`src/rtl/prim_reqack_rx_fifo.sv`:
```
// Toggle REQ/ACK receive endpoint with a Depth-entry FIFO.
// ACK is withheld while the FIFO is full.
module prim_reqack_rx_fifo #(
  parameter int unsigned Width      = 8,
  parameter int unsigned Depth      = 2,
  parameter int unsigned SyncStages = 2
) (
  input  logic                       clk_i,
  input  logic                       rst_ni,
  input  logic                       req_tgl_i,
  input  logic [Width-1:0]           data_i,
  output logic                       ack_tgl_o,
  output logic                       valid_o,
  input  logic                       ready_i,
  output logic [Width-1:0]           data_o,
  output logic [$clog2(Depth+1)-1:0] count_o,
  output logic                       pending_o
);

  localparam int unsigned CntW = $clog2(Depth + 1);
  localparam int unsigned PtrW = (Depth > 1) ? $clog2(Depth) : 1;
  localparam logic [CntW-1:0] DepthC = CntW'(Depth);
  localparam logic [PtrW-1:0] LastPtr = PtrW'(Depth - 1);

  logic [SyncStages-1:0] sync_q, sync_d;
  logic                  seen_q, seen_d;
  logic [PtrW-1:0]       wr_ptr_q, wr_ptr_d;
  logic [PtrW-1:0]       rd_ptr_q, rd_ptr_d;
  logic [CntW-1:0]       count_q, count_d;
  logic [Width-1:0]      mem_q [Depth];
  logic [Width-1:0]      mem_d [Depth];

  logic req_s;
  logic pending;
  logic pop;
  logic accept;

  assign req_s   = sync_q[SyncStages-1];
  assign pending = req_s != seen_q;
  assign valid_o = count_q != '0;
  assign pop     = valid_o && ready_i;
  // A pop in the same cycle frees a slot for the incoming request.
  assign accept  = pending && ((count_q < DepthC) || pop);

  always_comb begin
    sync_d   = {sync_q[SyncStages-2:0], req_tgl_i};
    seen_d   = seen_q;
    wr_ptr_d = wr_ptr_q;
    rd_ptr_d = rd_ptr_q;
    mem_d    = mem_q;
    if (accept) begin
      seen_d   = ~seen_q;
      wr_ptr_d = (wr_ptr_q == LastPtr) ? '0 : wr_ptr_q + PtrW'(1);
      for (int i = 0; i < Depth; i++) begin
        if (wr_ptr_q == PtrW'(i)) mem_d[i] = data_i;
      end
    end
    if (pop) begin
      rd_ptr_d = (rd_ptr_q == LastPtr) ? '0 : rd_ptr_q + PtrW'(1);
    end
    unique case (1'b1)
      accept && !pop: count_d = count_q + CntW'(1);
      pop && !accept: count_d = count_q - CntW'(1);
      default:        count_d = count_q;
    endcase
  end

  always_comb begin
    data_o = '0;
    for (int i = 0; i < Depth; i++) begin
      if (rd_ptr_q == PtrW'(i)) data_o = mem_q[i];
    end
  end

  always_ff @(posedge clk_i or negedge rst_ni) begin
    if (!rst_ni) begin
      sync_q   <= '0;
      seen_q   <= 1'b0;
      wr_ptr_q <= '0;
      rd_ptr_q <= '0;
      count_q  <= '0;
      for (int i = 0; i < Depth; i++) mem_q[i] <= '0;
    end else begin
      sync_q   <= sync_d;
      seen_q   <= seen_d;
      wr_ptr_q <= wr_ptr_d;
      rd_ptr_q <= rd_ptr_d;
      count_q  <= count_d;
      mem_q    <= mem_d;
    end
  end

  assign ack_tgl_o = seen_q;
  assign count_o   = count_q;
  assign pending_o = pending && !accept;

  if (Width == 0) begin : gen_assert_init_width
    $error("Width must be at least 1");
  end
  if (Depth == 0) begin : gen_assert_init_depth
    $error("Depth must be at least 1");
  end
  if (SyncStages < 2) begin : gen_assert_init_sync
    $error("SyncStages must be at least 2");
  end

  a_count_le_depth: assert property (
    @(posedge clk_i) disable iff (!rst_ni)
    count_q <= DepthC);

  a_pop_needs_valid: assert property (
    @(posedge clk_i) disable iff (!rst_ni)
    pop |-> valid_o);

  // Sender must hold data_i for the whole pending window.
  a_data_stable: assert property (
    @(posedge clk_i) disable iff (!rst_ni)
    (pending && $past(pending)) |-> $stable(data_i));

endmodule

```
`config.mk`:
```
export PLATFORM = sky130hd
export DESIGN_NAME = prim_reqack_rx_fifo
export DESIGN_NICKNAME = d
export VERILOG_FILES = /design/src/rtl/prim_reqack_rx_fifo.sv
export SDC_FILE = /design/constraint.sdc
export NUM_CORES = 1
export LEC_CHECK = 0
export CAP_MARGIN = 20
export CORE_ASPECT_RATIO = 1.2
export CORE_MARGIN = 3
export CORE_UTILIZATION = 51
export CTS_CLUSTER_SIZE = 12
export DETAILED_ROUTE_END_ITERATION = 16
export GPL_TIMING_DRIVEN = 0
export PLACE_DENSITY_LB_ADDON = 0.1
export SYNTH_ARGS = -nofsm -noshare
export SYNTH_HDL_FRONTEND = slang
export SYNTH_SLANG_ARGS = --single-unit
export TNS_END_PERCENT = 10
```
`constraint.sdc`:
```
create_clock -name clk_i -period 5.2 [get_ports clk_i]
set_clock_uncertainty 0.15 [all_clocks]
set_input_delay 0.52 -clock clk_i [delete_from_list [all_inputs] [get_ports clk_i]]
set_output_delay 0.52 -clock clk_i [all_outputs]
set_load 0.02 [all_outputs]
```
### Word level (Yosys, flattened, before mapping)

Cells that the tools add are included.
Widths: inputs -> output; s select.

* input bits: 12
* output and inout bits: 13
* bits in registers: 23
* word-level logic and storage cells: 31

* add/sub/neg operators: 4
* bitwise operators: 2
* reduce and logical (&&, ||, !) cells: 12
* $lt $le $gt $ge: 1
* mux-type cells: 4
* equality and inequality tests: 1

Operators by type and width (count)
* $mux 8: 1
* $logic_and 1x1->1: 5
* $pmux 2 s2: 1
* $reduce_and 2->1: 2
* $reduce_bool 2->1: 2
* $add 1x1->1 const B: 2
* $add 2x1->2 const B: 1
* $logic_not 1->1: 2
* $lt 2x2->1 const B: 1
* $mux 1: 2
* $not 1->1: 2
* $sub 2x1->2 const B: 1
* $logic_or 1x1->1: 1
* $ne 1x1->1: 1

### Depth between registers and ports, before layout

* depth in word-level cells: 7
* depth in mapped cells: 6
* mapped depth without buffers: 6

### Worst setup path before layout

Ideal clock, no wire load.

* path type: reg-to-reg
* from: register count_q[0], in the netlist count_o[0]
* to: register count_q[1], in the netlist count_o[1]
* setup time: 0.080 ns
* stages on the path, launching flop included: 6
* arrival time: 1.628 ns
* path slack: 3.342 ns
* path buffers: 0
* data required time: 4.970 ns
* period minus slack after synthesis: 1.858 ns
* cell sequence: dfrtp_1 > or2_2 > and2_1 > ha_1 > nor2_1 > xor2_1

* cells in the longest elaborated chain, start to end: 7
* elaborated cells on any way between the ends: 13
* classes of those cells: 2 x add/sub; 1 x order compare; 1 x mux; 9 x reduce/logical

Ends and longest elaborated chain
* from (decl): RTL line 29 `logic [CntW-1:0] count_q, count_d;`
* from (signal assigned): RTL line 88 `count_q <= count_d;`
* $reduce_bool 2->1 (*): RTL line 40 `assign valid_o = count_q != '0;`
* via valid_o: RTL line 13 `output logic valid_o,`
* $logic_and 1x1->1 (*): RTL line 41 `assign pop = valid_o && ready_i;`
* via pop: RTL line 35 `logic pop;`
* $logic_or 1x1->1: RTL line 43 `assign accept = pending && ((count_q < DepthC) || pop);`
* $logic_and 1x1->1: RTL line 43
* $logic_not 1->1: RTL line 63 `pop && !accept: count_d = count_q - CntW'(1);`
* $logic_and 1x1->1: RTL line 63
* $pmux 2 s2 / $reduce_bool 2->1 (equally long branches)

The timed path passes the listed nets; every way through them passes the cells marked *.
A chain may end at the register's enable or synchronous reset.

### Worst setup path in the final report

* from: register rd_ptr_q
* to: output port data_o[7]

* cells in the longest elaborated chain, start to end: 1

Ends and longest elaborated chain
* from (decl): RTL line 28 `logic [PtrW-1:0] rd_ptr_q, rd_ptr_d;`
* from (signal assigned): RTL line 87 `rd_ptr_q <= rd_ptr_d;`
* $mux 8: RTL line 71 `if (rd_ptr_q == PtrW'(i)) data_o = mem_q[i];`
* to (decl): RTL line 15 `output logic [Width-1:0] data_o,`

Every way passes these cells.

==> results.toml <==
[cells_and_area]
nets = 109
register_area_sq_um = 576
fill_cells = 124
fin_util = 0.748
multi_input_area_sq_um = 418
layout-drive-gt1-share = 0.347
diodes = 0
final_cells = 113
syn_to_final_growth_pct = 30.6

[drt]
avgViaCountPerCell = 5.49
drc = 0
dr.pass1.iters = 3
postRouteAntennaNets = 0
routedWlPerCell_um = 14.9
drt-total-wl_um = 1690
first_iter_violations = 7
num_vias = 620

[timing]
tightest_slew_ns = 0.545
maxSlewViolCount = 0
hold_viol = 0
hold_ws_ns = 0.221
period_minus_slack_ns = 2.69
fin_tns_setup_ns = 0
fin_crit_sh = 0.518
worst_slack_ns = 2.51
setup_viol = 0
grt_setup_unrepaired = "false"
fmax_mhz = 371
slew_headroom = 0.637

[placed_design]
dpl_worst_slack_ns = 2.68
gp_congestion = 0.718
portBuffers = 24
dp_hpwl_um = 1180
dp_cells = 108

[yosys]
synthFlopType = "dfrtp_1"
async_flop_share = 1.00
postSynthAreaPerCell_sq_um = 15.1
ys_top_cells_by_count = "25 x mux2_2, 23 x dfrtp_1, 4 x xnor2_1"
synth.area.top_cells = "dfrtp_1 58%, mux2_2 28%, xnor2_1 3.5%"
ys_seq_area_frac = 0.577
synth_most_common_cell = "mux2_2"
synth-edff-count = 0
yosys_warnings = 0
netlist_area_sq_um = 997
syn_inst = 66
synth_cell_types = 14
syn_nets = 79
postSynthRegisterBits = 23
yosysTopAreaCellShare = 0.577
yosys.area.top_type = "dfrtp_1"

[clock_network]
postCtsHoldBufs = 0
max-clock-path-buffers = 2
h-tree-depth = 1
clock_sinks = 23
clockRootBuffer = "clkbuf_4"
cts_resized = 0
cts_post_setup_buffers_inserted = 0
clk_pin_slew_ns = 0.13
clock_latency_ns = 0.31
cts_buffers = 3
cts_tree = "done"

[critical_path]
cp_cell_sequence = "clkbuf_1 -> mux2_2 -> clkdlybuf4s50_1"
startpoint = "rd_ptr_q$_DFFE_PN0P_"
crit_fanout = 9
required_ns = 4.53
crit_arrival_ns = 2.02
critPathMaxStageDelay_ns = 0.54
startpoint_type = "flip-flop"
reg2reg_from = "count_o[0]$_DFFE_PN0P_"
path_buf_inv = 2
crit_family = "buffers and inverters"
cpMaxStageDelayCell = "clkdlybuf4s50_1"
criticalPathCategory = "reg -> out"
endpoint_kind = "primary output"

[grt]
grt_pass1_wl_um = 2730
antenna_found_initial = 0
grt_max_degree = 24
grt_pass1_vias = 662
grtUsageTotal = 0.156
grt-ovfl-total = 0

[die]
die-height_um = 54.4
io_pins = 25
row_count = 16
dieArea_sq_um = 2520
die_w_um = 46.4
start_util = 0.573
core_sq_um = 1740

[flow_run]
maxCapViolCount = 0

[hold_path]
hold_path_class = "reg -> reg"
min_from = "sync_q[0]$_DFF_PN0_"

[power_and_ir_drop]
peakVddDrop_mv = 0.446
p_leak_uw = 0.000541
power_density_nw_per_um2 = 661

[run_status]
status = "finished, final reports clean"
-- cells by family after synthesis --
group         synth area share
simple gates            0.0628
buf+inv                0.00376
xor+xnor                0.0615
fa+ha+maj               0.0125
flops                    0.577
mux                      0.282
-- placed cells by master, fill, tap and decap left out --
cell             synthesis  routed
clkbuf_1                 1       1
nand2_1                  1       1
and2_1                   1       1
nor2b_1                  1       1
buf_8                    0       1
xnor2_1                  4       4
xor2_1                   3       3
clkdlybuf4s50_1          0      24
dfrtp_1                 23      23
nor3_4                   1       1
clkbuf_4                 0       3
nand3_2                  1       1
mux2_2                  25      25
or2_2                    1       1
clkinv_2                 0       1
nor2_1                   2       2
nand2b_1                 1       1
ha_1                     1       1
-- metrics by stage --
stage	power (uW)	cell area, sq um
final	860	1300
after detailed placement	786	1260
after global routing	913	1300
after CTS	870	1290
after floorplan	610	997
after global placement	775	1260
-- report_power, final --
group	switching (uW)	internal (uW)	total [uW]
registers	49.1	263	312
clock network	53.7	28.8	82.4
logic	202	264	466
total	305	556	860
-- final timing paths --
path / end / slack, ns / cells after the start
max: data_o[7] / 2.51 / 3
min: sync_q[1]$_DFF_PN0_ / 0.22 / 0
max reg2reg: count_o[1]$_DFFE_PN0P_ / 3.43 / 5
min reg2reg: sync_q[1]$_DFF_PN0_ / 0.22 / 0
max in group asynchronous: wr_ptr_q$_DFFE_PN0P_ / 4.06 / 2
min in group asynchronous: mem_q[11]$_DFFE_PN0P_ / 0.37 / 1
-- metal layers --
metal	GRT usage	routed length, um
met1	0.172	713
met2	0.282	843
met3	0.0197	90
met4	0.0853	37
met5	0	0
-- layout make-up --
type | count | area share
plain buffers | 1 | 0.00288
clock buffers | 3 | 0.0173
clock inverters | 1 | 0.00384
multi-input cells | 42 | 0.321
flip-flops and latches | 23 | 0.442
well taps | 18 | 0.0173
repair buffers | 25 | 0.196
-- sequential cells by signal, indices dropped and copies added (netlist names) --
register / count
ack_tgl_o: 1
count_o: 2
mem_q: 16
rd_ptr_q: 1
sync_q: 2
wr_ptr_q: 1
No activity file was read; power rests on OpenSTA's default activity.
